File: src/rtl/rs_encoder_pkg.sv
// Shared definitions for the systematic Reed-Solomon encoder.
// Holds the GF(2^8) arithmetic, the code dimensions, the generator polynomial
// (computed at elaboration time) and the FSM state type.
package rs_encoder_pkg;

  localparam int SYMB_WIDTH = 8;
  localparam int N_LEN      = 255;
  localparam int K_LEN      = 239;
  localparam int ROOTS_NUM  = N_LEN - K_LEN;
  // First consecutive root exponent. It must match the decoder's syndrome block.
  localparam int FIRST_ROOT = 0;
  localparam logic [SYMB_WIDTH:0] PRIM_POLY = 9'h11D;

  localparam int MSG_CNT_W = $clog2(K_LEN + 1);
  localparam int PAR_CNT_W = $clog2(ROOTS_NUM);

  typedef logic [SYMB_WIDTH-1:0] symb_t;
  typedef symb_t [ROOTS_NUM-1:0] gen_poly_t;

  typedef enum logic {ENC_DATA, ENC_PARITY} rs_enc_state_t;

  // Shift-and-add GF multiply, reducing by the primitive polynomial.
  function automatic symb_t gf_mult(symb_t a, symb_t b);
    symb_t acc;
    symb_t sh;
    acc = '0;
    sh  = a;
    for (int i = 0; i < SYMB_WIDTH; i++) begin
      if (b[i]) acc = acc ^ sh;
      sh = sh[SYMB_WIDTH-1] ? ((sh << 1) ^ PRIM_POLY[SYMB_WIDTH-1:0]) : (sh << 1);
    end
    return acc;
  endfunction

  // alpha^e, used to locate the first generator root.
  function automatic symb_t pow_first_root(int e);
    symb_t r;
    r = symb_t'(1);
    for (int i = 0; i < e; i++) r = gf_mult(r, symb_t'(2));
    return r;
  endfunction

  // g(x) = prod (x + alpha^(FIRST_ROOT+j)); the monic x^ROOTS_NUM term is dropped.
  function automatic gen_poly_t build_gen_poly();
    logic [ROOTS_NUM:0][SYMB_WIDTH-1:0] g;
    symb_t     root;
    gen_poly_t res;
    g    = '0;
    g[0] = symb_t'(1);
    root = pow_first_root(FIRST_ROOT);
    for (int j = 0; j < ROOTS_NUM; j++) begin
      for (int i = j + 1; i > 0; i--) g[i] = g[i-1] ^ gf_mult(g[i], root);
      g[0] = gf_mult(g[0], root);
      root = gf_mult(root, symb_t'(2));
    end
    for (int i = 0; i < ROOTS_NUM; i++) res[i] = g[i];
    return res;
  endfunction

  localparam gen_poly_t GEN_POLY = build_gen_poly();

endpackage

File: src/rtl/rs_encoder_lfsr.sv
// Parity LFSR: divides the message by g(x) while symbols are loaded, then
// shifts the remainder out highest-degree first.
module rs_enc_lfsr
  import rs_encoder_pkg::*;
(
  input  logic                  clk,
  input  logic                  rst,
  input  logic                  load,
  input  logic                  shift,
  input  logic [SYMB_WIDTH-1:0] din,
  output logic [SYMB_WIDTH-1:0] dout
);

  gen_poly_t par_q, par_d;
  symb_t     fb;

  assign fb   = din ^ par_q[ROOTS_NUM-1];
  assign dout = par_q[ROOTS_NUM-1];

  // Next remainder: feedback division step on load, plain shift on emit.
  always_comb begin
    par_d = par_q;
    if (load) begin
      par_d[0] = gf_mult(fb, GEN_POLY[0]);
      for (int i = 1; i < ROOTS_NUM; i++) par_d[i] = par_q[i-1] ^ gf_mult(fb, GEN_POLY[i]);
    end else if (shift) begin
      par_d[0] = '0;
      for (int i = 1; i < ROOTS_NUM; i++) par_d[i] = par_q[i-1];
    end
  end

  // Parity register array; reset discards any partial remainder.
  always_ff @(posedge clk) begin
    if (rst) par_q <= '0;
    else     par_q <= par_d;
  end

endmodule

File: src/rtl/rs_encoder.sv
// Systematic RS encoder: forwards message symbols unchanged, then appends
// ROOTS_NUM parity symbols. A single output register carries both phases.
// Handshake: a beat transfers on a cycle where valid and ready are both high;
// once m_tvalid is raised, m_tdata/m_tlast hold until m_tready is seen.
module rs_encoder
  import rs_encoder_pkg::*;
(
  input  logic                  aclk,
  input  logic                  areset,
  input  logic [SYMB_WIDTH-1:0] s_tdata,
  input  logic                  s_tvalid,
  input  logic                  s_tlast,
  output logic                  s_tready,
  output logic [SYMB_WIDTH-1:0] m_tdata,
  output logic                  m_tvalid,
  output logic                  m_tlast,
  input  logic                  m_tready,
  output logic                  irq_overlength,
  output rs_enc_state_t         dbg_state_o
);

  rs_enc_state_t         state_q, state_d;
  logic [MSG_CNT_W-1:0]  msg_cnt_q, msg_cnt_d;
  logic [PAR_CNT_W-1:0]  par_cnt_q, par_cnt_d;
  logic [SYMB_WIDTH-1:0] tdata_q, tdata_d;
  logic                  tvalid_q, tvalid_d;
  logic                  tlast_q, tlast_d;
  logic                  irq_q, irq_d;
  logic                  out_free, msg_full, load, shift;
  logic [SYMB_WIDTH-1:0] par_out;

  assign out_free = ~tvalid_q | m_tready;
  // The symbol being accepted now is the K_LEN-th of the frame.
  assign msg_full = (msg_cnt_q == MSG_CNT_W'(K_LEN - 1));

  rs_enc_lfsr u_lfsr (
    .clk   (aclk),
    .rst   (areset),
    .load  (load),
    .shift (shift),
    .din   (s_tdata),
    .dout  (par_out)
  );

  // Next-state, output-register and counter logic for the DATA/PARITY FSM.
  always_comb begin
    state_d   = state_q;
    msg_cnt_d = msg_cnt_q;
    par_cnt_d = par_cnt_q;
    tdata_d   = tdata_q;
    tvalid_d  = tvalid_q;
    tlast_d   = tlast_q;
    irq_d     = 1'b0;
    s_tready  = 1'b0;
    load      = 1'b0;
    shift     = 1'b0;
    case (state_q)
      ENC_DATA: begin
        s_tready = out_free;
        if (out_free) begin
          tvalid_d = 1'b0;
          tlast_d  = 1'b0;
          if (s_tvalid) begin
            load      = 1'b1;
            tdata_d   = s_tdata;
            tvalid_d  = 1'b1;
            msg_cnt_d = msg_cnt_q + 1'b1;
            irq_d     = msg_full & ~s_tlast;
            if (s_tlast || msg_full) state_d = ENC_PARITY;
          end
        end
      end
      ENC_PARITY: begin
        if (out_free) begin
          shift     = 1'b1;
          tdata_d   = par_out;
          tvalid_d  = 1'b1;
          tlast_d   = 1'b0;
          par_cnt_d = par_cnt_q + 1'b1;
          if (par_cnt_q == PAR_CNT_W'(ROOTS_NUM - 1)) begin
            // Final shift leaves the LFSR all-zero, ready for the next frame.
            tlast_d   = 1'b1;
            par_cnt_d = '0;
            msg_cnt_d = '0;
            state_d   = ENC_DATA;
          end
        end
      end
      default: state_d = ENC_DATA;
    endcase
  end

  // State, counters and the output register.
  always_ff @(posedge aclk) begin
    if (areset) begin
      state_q   <= ENC_DATA;
      msg_cnt_q <= '0;
      par_cnt_q <= '0;
      tdata_q   <= '0;
      tvalid_q  <= 1'b0;
      tlast_q   <= 1'b0;
      irq_q     <= 1'b0;
    end else begin
      state_q   <= state_d;
      msg_cnt_q <= msg_cnt_d;
      par_cnt_q <= par_cnt_d;
      tdata_q   <= tdata_d;
      tvalid_q  <= tvalid_d;
      tlast_q   <= tlast_d;
      irq_q     <= irq_d;
    end
  end

  assign m_tdata        = tdata_q;
  assign m_tvalid       = tvalid_q;
  assign m_tlast        = tlast_q;
  assign irq_overlength = irq_q;
  assign dbg_state_o    = state_q;

endmodule

File: config.mk
export PLATFORM = sky130hd
export DESIGN_NAME = rs_encoder
export DESIGN_NICKNAME = d
export VERILOG_FILES = /design/src/rtl/rs_encoder_pkg.sv /design/src/rtl/rs_encoder_lfsr.sv /design/src/rtl/rs_encoder.sv
export SDC_FILE = /design/constraint.sdc
export NUM_CORES = 1
export LEC_CHECK = 0
export CAP_MARGIN = 20
export CORE_MARGIN = 2
export CORE_UTILIZATION = 44
export DETAILED_ROUTE_END_ITERATION = 7
export GPL_TIMING_DRIVEN = 0
export MAX_ROUTING_LAYER = met4
export PLACE_DENSITY = 0.66
export REMOVE_ABC_BUFFERS = 1
export SYNTH_ARGS = -nofsm -noshare
export SYNTH_HDL_FRONTEND = slang
export SYNTH_HIERARCHICAL = 1
export SYNTH_SLANG_ARGS = --single-unit
File: constraint.sdc
create_clock -name aclk -period 7.2 [get_ports aclk]
set_input_delay 1.44 -clock aclk [delete_from_list [all_inputs] [get_ports aclk]]
set_output_delay 1.44 -clock aclk [all_outputs]
set_load 0.01 [all_outputs]
==> metrics.cfg, run 1 <==
[status]
status = finished, final reports clean

[finish]
layout.cells.non_filler = 1257
layout_commonest_cell = dfxtp_1
area_growth_syn_to_layout_pct = 13.0
fin_nets = 995
design_area_mm2 = 0.0100
antenna_cells = 0
final_cell_mix = dfxtp_1, nor2_1, nand2_1
drive_gt1_frac = 0.102

[cts]
postCtsSetupBuffers = 0
clock_sinks = 152
cts.clk_slew.worst_paths_ns = 0.07
cts-root-buf = clkbuf_16
cts_made_buffers = 17
clk_path_buf_depth = 2
ctsHoldBuffers = 0
clkLatencyLatePin_ns = 0.43
cts_tree = yes
cts_resized = 0
cts_max_level = 4

[timing]
rsz0062_at_grt = no
fin_crit_ns = 4.48
fmax_mhz = 223
relSlewSlack = 0.259
fin_ws_ns = 2.72
worstMarginPinSlew_ns = 1.11
setup_viol = 0
fin_skew_ns = 0.00926
hold_viol = 0
finalCritPeriodShare = 0.623
setup-tns-final_ns = 0
timing.hold.ws_ns = 0.457
slew_violations = 0

[yosys]
synth_edf_count = 0
async_reset_ff_frac = 0
synth_area_mm2 = 0.00889
netlist_instances = 1001
synth-seq-cells = 152
ys.flop_type = dfxtp_1
ys_seq_area_frac = 0.342
ys_types = 60
syn_area_per_cell_um2 = 8.88
ys_warn_count = 6

[routing]
via_count = 7166
wl_um = 23500
drc = 0
route.detailed.wl_per_inst_um = 18.7
drt-pass1-iter-count = 5
vias_per_cell = 5.70
drt-initial-drc-count = 700
ant_nets = 0

[pwr]
intPower_mw = 3.31
p_switching_mw = 2.43
p_leak_nw = 3.92
power_density_mw_per_mm2 = 572
seq_power_share = 0.239
combPwrFrac = 0.601
power.clock.fraction = 0.160
power_switching_share = 0.423
peakVddDrop_mv = 0.218

[floorplan]
initial_core_util = 0.452
dieHeight_um = 146
fp-row-count = 51
pin_count = 26
die-area_mm2 = 0.0214
core_region_area_mm2 = 0.0197
die_x_um = 146

[setup_path]
crit_start = s_tvalid
worstSetupPathType = input port to flip-flop
rr_worst_depth = 8
path_cells = clkdlybuf4s50_1, nand2b_4, nand2b_4, inv_4, inv_2, nand2_1, o21ai_0, a221oi_1, nor2_1
r2r-start = dbg_state_o
crit_required_ns = 7.51
path_common_cell = nand2b_4
cp_max_fo = 60
cp_slowest_cell = nand2_1
crit_path_max_incr_delay_ns = 0.91
critPathLaunchType = input port
cp_data_arrival_time_ns = 4.79
end_kind = flip-flop

[placed_design]
pre_cts_ws_ns = 2.31
dp_cells = 1225
dp_hpwl_um = 15400
gp_congestion = 0.850
port_buffers = 25
postPlaceCellArea_mm2 = 0.00945

[global_routing]
track_usage = 0.231
antenna_found_initial = 0
grt_pass1_wl_um = 37900
grt_pass1_vias = 6812
overflow = 0
grt_max_degree = 115

[worst_hold_path]
hold_depth = 1
min-delay-start = u_lfsr/par_q[101]
hold_path.class = flip-flop to flip-flop

[flow_run]
drv_cap = 0

-- cell families (layout without fill, tap and decap cells) --
kind of cell | after synthesis | count (layout) | share of synthesized area
mux | 25 | 25 | 0.0293
simple gates | 319 | 319 | 0.161
compound gates | 256 | 256 | 0.199
xor+xnor | 158 | 158 | 0.220
buf+inv | 88 | 79 | 0.0446
flops | 152 | 152 | 0.342
fa+ha+maj | 3 | 3 | 0.00422
-- sequential cells by signal, summed over array words and instances, names as in the netlist --
name,count
u_lfsr/par_q,120
m_tdata,8
msg_cnt_q,8
u_lfsr/dout,8
par_cnt_q,4
dbg_state_o,1
irq_overlength,1
m_tlast,1
m_tvalid,1
-- per-layer routing --
| metal | vias to the layer above | global-route usage | share of wire |
|---|---|---|---|
| li1 | 3500 | - | - |
| met1 | 3417 | 0.307 | 0.46 |
| met2 | 208 | 0.348 | 0.46 |
| met3 | 41 | 0.0397 | 0.055 |
| met4 | 0 | 0.0947 | 0.027 |
| met5 | - | - | 0 |
-- power groups by stage --
stage / clock [mW] / sequential, mW / combinational (mW)
floorplan: 0 / 1.31 / 2.67
global placement: 0 / 1.38 / 3.32
detailed placement: 0 / 1.38 / 3.40
CTS: 0.930 / 1.36 / 3.43
global route: 0.967 / 1.40 / 3.74
finish: 0.919 / 1.37 / 3.45
-- per-stage QoR --
| step | total power [mW] | utilization |
|---|---|---|
| 2_1_floorplan | 3.98 | - |
| 3_3_place_gp | 4.69 | 0.464 |
| 3_5_place_dp | 4.78 | 0.481 |
| 4_1_cts | 5.72 | 0.511 |
| 5_1_grt | 6.11 | 0.511 |
| 6_report | 5.75 | 0.511 |
-- final cells by class --
cell class | instances | area (um^2)
Inverter | 10 | 40.0
Clock inverter | 14 | 161
Clock buffer | 18 | 439
Multi-Input combinational cell | 761 | 5500
Fill cell | 1872 | 9610
Tap cell | 265 | 332
Timing Repair Buffer | 37 | 529
Sequential cell | 152 | 3040
-- synth_stat cells (2+ instances only) --
master     count  area, um^2
a211oi_1      46         345
a21bo_2        3        30.0
a21o_1        28         210
a21oi_1       84         420
a221oi_1      41         359
a222oi_1       4        40.0
a2bb2oi_1     10        87.6
a311oi_1       3        26.3
a31oi_1        4        25.0
a32oi_1        3        26.3
and2_1         3        18.8
and3_1         2        12.5
buf_1          5        18.8
buf_2          5        25.0
buf_4         12        90.1
buf_6          2        22.5
clkbuf_1      54         203
dfxtp_1      152        3040
ha_1           3        37.5
inv_1          8        30.0
inv_2          2        7.51
mux2_2         8        90.1
mux2i_1       17         170
nand2_1       94         353
nand2b_1      10        62.6
nand2b_4       3        41.3
nand3_1       13        65.1
nor2_1       120         450
nor2b_1       15        93.8
nor3_1        40         200
nor3b_1        3        22.5
nor4_1         7        43.8
o21ai_0       16        80.1
o21bai_1       2        15.0
o31a_1         4        35.0
or2_2          2        12.5
or3_1          2        12.5
xnor2_1       87         762
xnor2_2       16         260
xnor2_4        4         110
xnor3_1       16         360
xnor3_2        3        71.3
xnor3_4        3        78.8
xor2_1        24         210
xor2_2         3        48.8
-- worst max-delay path: cells and delay by family --
kind	cells	cell delay (ns)
buffers and inverters	3	1.42
AND/OR/NAND/NOR	4	1.24
AO/OA/AOI/OAI	2	0.61
-- path summary, 6_finish.rpt --
path / endpoint / slack [ns]
worst min-delay path: u_lfsr/par_q[109] / 0.46
worst min register to register: u_lfsr/par_q[109] / 0.46
worst max-delay path: u_lfsr/par_q[95] / 2.72
worst max register to register: u_lfsr/dout[3] / 3.39
(Power assumes the default switching activity.)
==> run 2: changes to the inputs <==
--- a/config.mk
+++ b/config.mk
@@ -11,7 +11,7 @@
 export DETAILED_ROUTE_END_ITERATION = 7
 export GPL_TIMING_DRIVEN = 0
 export MAX_ROUTING_LAYER = met4
-export PLACE_DENSITY = 0.66
+export PLACE_DENSITY = 0.69
 export REMOVE_ABC_BUFFERS = 1
 export SYNTH_ARGS = -nofsm -noshare
 export SYNTH_HDL_FRONTEND = slang
==> constraint.sdc (replaced) <==
create_clock -name aclk -period 3.7 [get_ports aclk]
set_input_delay 0.74 -clock aclk [delete_from_list [all_inputs] [get_ports aclk]]
set_output_delay 0.74 -clock aclk [all_outputs]
set_load 0.01 [all_outputs]
==> metrics.cfg, run 2 (synthesis gave the netlist of run 1 again) <==
[status]
status = finished, final reports clean

[floorplan]
die_x_um = 146
pin_count = 26
fp-row-count = 51
core_region_area_mm2 = 0.0197
dieHeight_um = 146
initial_core_util = 0.452
die-area_mm2 = 0.0214

[timing]
hold_viol = 0
finalCritPeriodShare = 0.955
relSlewSlack = 0.337
fmax_mhz = 283
fin_crit_ns = 3.53
fin_ws_ns = 0.166
timing.hold.ws_ns = 0.458
setup-tns-final_ns = 0
worstMarginPinSlew_ns = 0.994
rsz0062_at_grt = no
slew_violations = 0
setup_viol = 0
fin_skew_ns = 0.00822

[global_routing]
track_usage = 0.228
grt_pass1_vias = 6689
use_met3 = 0.0384
grt_max_degree = 76
overflow = 0
grt_use_met2 = 0.345
gr-usage-met1 = 0.304
antenna_found_initial = 0
grt_busiest_layer = met2
grt_pass1_wl_um = 37100

[setup_path]
crit_path_max_incr_delay_ns = 0.91
crit_start = s_tdata[6]
cp_max_fo = 10
critical_path.top_delay_family = XOR/XNOR gates
r2r-start = dbg_state_o
path_cells = clkdlybuf4s50_1, xnor2_4, xnor3_1, xnor3_1, a21o_1, a221oi_1, nor2_1
worstSetupPathType = input port to flip-flop
end_kind = flip-flop
reg2reg_to = u_lfsr/par_q[97]
cp_slowest_cell = xnor3_1
worst-r2r-setup-slack_ns = 0.45
cp_data_arrival_time_ns = 3.85
crit_required_ns = 4.01
endpoint = u_lfsr/par_q[26]
crit_buf_inv = 1
path_common_cell = xnor3_1
path_depth = 7
critPathLaunchType = input port
rr_worst_depth = 9

[routing]
vias_per_cell = 5.80
ant_nets = 0
drt-pass1-iter-count = 5
via_count = 7301
drt-initial-drc-count = 704
route.detailed.wl_per_inst_um = 18.6
wl_um = 23400
drc = 0

[cts]
cts.clk_slew.worst_paths_ns = 0.06
clock_sinks = 152
cts-root-buf = clkbuf_16
ctsHoldBuffers = 0
clk_path_buf_depth = 2
cts_tree = yes
clkLatencyLatePin_ns = 0.44
cts_max_level = 4
cts_made_buffers = 17

[placed_design]
pre_cts_ws_ns = -0.467
dp_hpwl_um = 14900
gp_congestion = 0.874
port_buffers = 25

[finish]
regMostFlops = u_lfsr/par_q
fill_cells = 1872
drive_gt1_frac = 0.104
area_growth_syn_to_layout_pct = 12.2
layout_commonest_cell = dfxtp_1
antenna_cells = 0
fin_nets = 996
final_cell_mix = dfxtp_1, nor2_1, nand2_1
largest_register_ffs = 120
fin_util = 0.508

[worst_hold_path]
hold_path.class = flip-flop to flip-flop
hold_depth = 2

[pwr]
finalPower_mw = 11.0
power_density_mw_per_mm2 = 1110
peakVddDrop_mv = 0.430
p_leak_nw = 3.88

[flow_run]
drv_cap = 0

[run 2: changes by cell type in the layout (fill, tap and decap cells not counted), sizes merged]
cell and delta:
inv +1, buf +1, bufinv -1, clkinv -2
clkinvlp +2
[run 2: worst min-delay path by stage]
| stage | slack [ns] | end | startpoint |
|---|---|---|---|
| 3_3_place_gp | 0.44 | m_tlast | m_tlast |
| 5_1_grt | 0.49 | u_lfsr/par_q[2] | u_lfsr/par_q[2] |
| 3_5_place_dp | 0.45 | u_lfsr/par_q[116] | u_lfsr/par_q[116] |
| 4_1_cts | 0.46 | u_lfsr/par_q[116] | u_lfsr/par_q[116] |
| 2_1_floorplan | 0.43 | u_lfsr/par_q[116] | u_lfsr/par_q[116] |
| 6_report | 0.46 | u_lfsr/par_q[116] | u_lfsr/par_q[116] |
[run 2: per-layer routing]
metal  part of all wire  vias to the layer above
met5                  0                        -
met4              0.026                        0
met2               0.46                      236
li1                   -                     3504
met3              0.062                       43
met1               0.45                     3518
[run 2: metrics by stage]
stage	instances	cell area, um^2
floorplan	923	8530
global placement	1213	9110
detailed placement	1224	9390
CTS	1256	9960
global route	1258	9980
finish	1258	9980
[run 2: layout make-up]
cell class / instances / area (um^2) / area share
flip-flops and latches: 152 / 3040 / 0.305
repair buffers: 38 / 500 / 0.0502
well taps: 265 / 332 / 0.0332
clock inverters: 14 / 138 / 0.0138
multi-input cells: 761 / 5500 / 0.551
inverters: 10 / 40.0 / 0.00401
clock buffers: 18 / 429 / 0.0430
[run 2: timing repair]
action                                  4_1_cts  5_1_grt
endpoints found under the setup margin        3        0
setup buffers                                 0        0
resized for setup                             2        0
[run 2: report_power, final]
part / leakage, nW / switching, mW / total, mW / internal (mW)
combinational: 2.37 / 3.45 / 6.68 / 3.23
sequential: 1.25 / 0.488 / 2.67 / 2.18
clock: 0.267 / 0.762 / 1.70 / 0.941
[run 2: worst min-delay path: cells and delay by family, from the launching register on]
| kind | cells | cell delay [ns] |
|---|---|---|
| AO/OA/AOI/OAI | 1 | 0.05 |
| flip-flops | 1 | 0.31 |
| AND/OR/NAND/NOR | 1 | 0.05 |
==> patch (flow settings as in run 1) <==
Reset style: asynchronous (`areset` and `rst`), changed in 2 clocked blocks.
--- a/src/rtl/rs_encoder_lfsr.sv
+++ b/src/rtl/rs_encoder_lfsr.sv
@@ -31,5 +31,5 @@
 
   // Parity register array; reset discards any partial remainder.
-  always_ff @(posedge clk) begin
+  always_ff @(posedge clk or posedge rst) begin
     if (rst) par_q <= '0;
     else     par_q <= par_d;
--- a/src/rtl/rs_encoder.sv
+++ b/src/rtl/rs_encoder.sv
@@ -92,5 +92,5 @@
 
   // State, counters and the output register.
-  always_ff @(posedge aclk) begin
+  always_ff @(posedge aclk or posedge areset) begin
     if (areset) begin
       state_q   <= ENC_DATA;
Behaviour: differs if areset is asserted again (counterexample within 4 cycles, from zero or initial values and one cycle with areset high); with areset held inactive, the same outputs for 4 cycles.
==> patch against run 1 <==
- sequential share of layout area rose by 4.9 points
- wire length up 4.9%
- clock skew grew 0.0029 ns
- global-route usage is 0.68 points lower
- non-clock buffer count increased by 2
- worst setup slack got worse by 0.14 ns
- area after synthesis is 8.1% higher
- final area is 7.5% higher
- sequential cell count unchanged
- core utilization down 1.2 points
- first-iteration DRC count decreased by 17%
Power is left out: the tool's default activity adds up to more than one toggle a clock period on the data nets, which glitch-free logic cannot reach.
==> patch: results (changes against run 1) <==
[synthesis]
async_flop_share = 1.00  ; +1.00
yosys-top-cells-area = dfrtp_1 (40%), xnor2_1 (9.8%), xnor3_1 (6.8%)
ys_seq_area_frac = 0.396  ; +0.0533
syn_area_per_cell_um2 = 10.3  ; +16%
synth_commonest_cells = dfrtp_1 (152), xnor2_1 (108), a21oi_1 (89), nand2_1 (58), clkbuf_1 (50)

[sta]
slew_headroom = 0.233  ; -0.0261
clock_skew_ns = 0.0121  ; +0.00288 ns
worst_hold_slack_ns = 0.477  ; +0.0202 ns
min_period_ns = 4.62  ; +0.136 ns

[routing]
viasPerCell = 5.82  ; +2.0%
wl_per_cell_um = 20.3  ; +8.6%
drtAntennaViolNets = 0  ; unchanged
top_layer = met4
wl_met3_um = 1240  ; -4.3%
wl_met2_um = 11400  ; +7.0%
route.layer.met1.wl_um = 11200  ; +3.6%

[grt]
grt_pass1_vias = 6823  ; +0.16%
grt_max_degree = 110  ; -4.3%
grt_pass1_wl_um = 39200  ; +3.5%
grtUsageMet1 = 0.313  ; +0.00596
use_met3 = 0.0302  ; -0.00945
met2_usage = 0.334  ; -0.0146
grt_usage = 0.224  ; -0.00679

[finish]
finalCoreUtilization = 0.500  ; -0.0117
fill_cells = 1952  ; +4.3%
nets = 937  ; -5.8%
final_cells = 1214  ; -3.4%

[placed_design]
preCtsSetupSlack_ns = 2.20  ; -0.109 ns
placed_cell_area_mm2 = 0.0102  ; +7.7%
dp_hpwl_um = 15900  ; +3.4%
gp_congestion = 0.833  ; -2.0%

[worst_setup_path]
ff2ff_setup_slack_ns = 3.42  ; +0.03 ns
arrival_ns = 4.94  ; +0.15 ns
max_stage_delay_ns = 0.89  ; -0.02 ns

[cts]
clk_pin_slew_ns = 0.07  ; about the same

[run_status]
status = complete, no violations

patch: worst paths after layout:
| check | from | endpoint | cells after the start |
|---|---|---|---|
| max reg2reg | dbg_state_o | u_lfsr/par_q[36] | 7 |
| max in group asynchronous | areset | u_lfsr/par_q[10] | 3 |
| max | s_tvalid | u_lfsr/par_q[36] | 8 |
| min | m_tlast | m_tlast | 1 |
| min reg2reg | m_tlast | m_tlast | 1 |
| min in group asynchronous | areset | u_lfsr/dout[5] | 2 |
patch: layout make-up:
| type | count | area share |
|---|---|---|
| flip-flops and latches | 152 | 0.352 |
| clock buffers | 17 | 0.0394 |
| repair buffers | 39 | 0.0454 |
| inverters | 25 | 0.00985 |
| multi-input cells | 686 | 0.503 |
| clock inverters | 15 | 0.0177 |
| well taps | 280 | 0.0324 |
patch: logic make-up after synthesis:
| family | share of synthesized area |
|---|---|
| compound gates | 0.204 |
| xor+xnor | 0.242 |
| simple gates | 0.0932 |
| flops | 0.396 |
| buf+inv | 0.0440 |
| mux | 0.0178 |
| fa+ha+maj | 0.00390 |
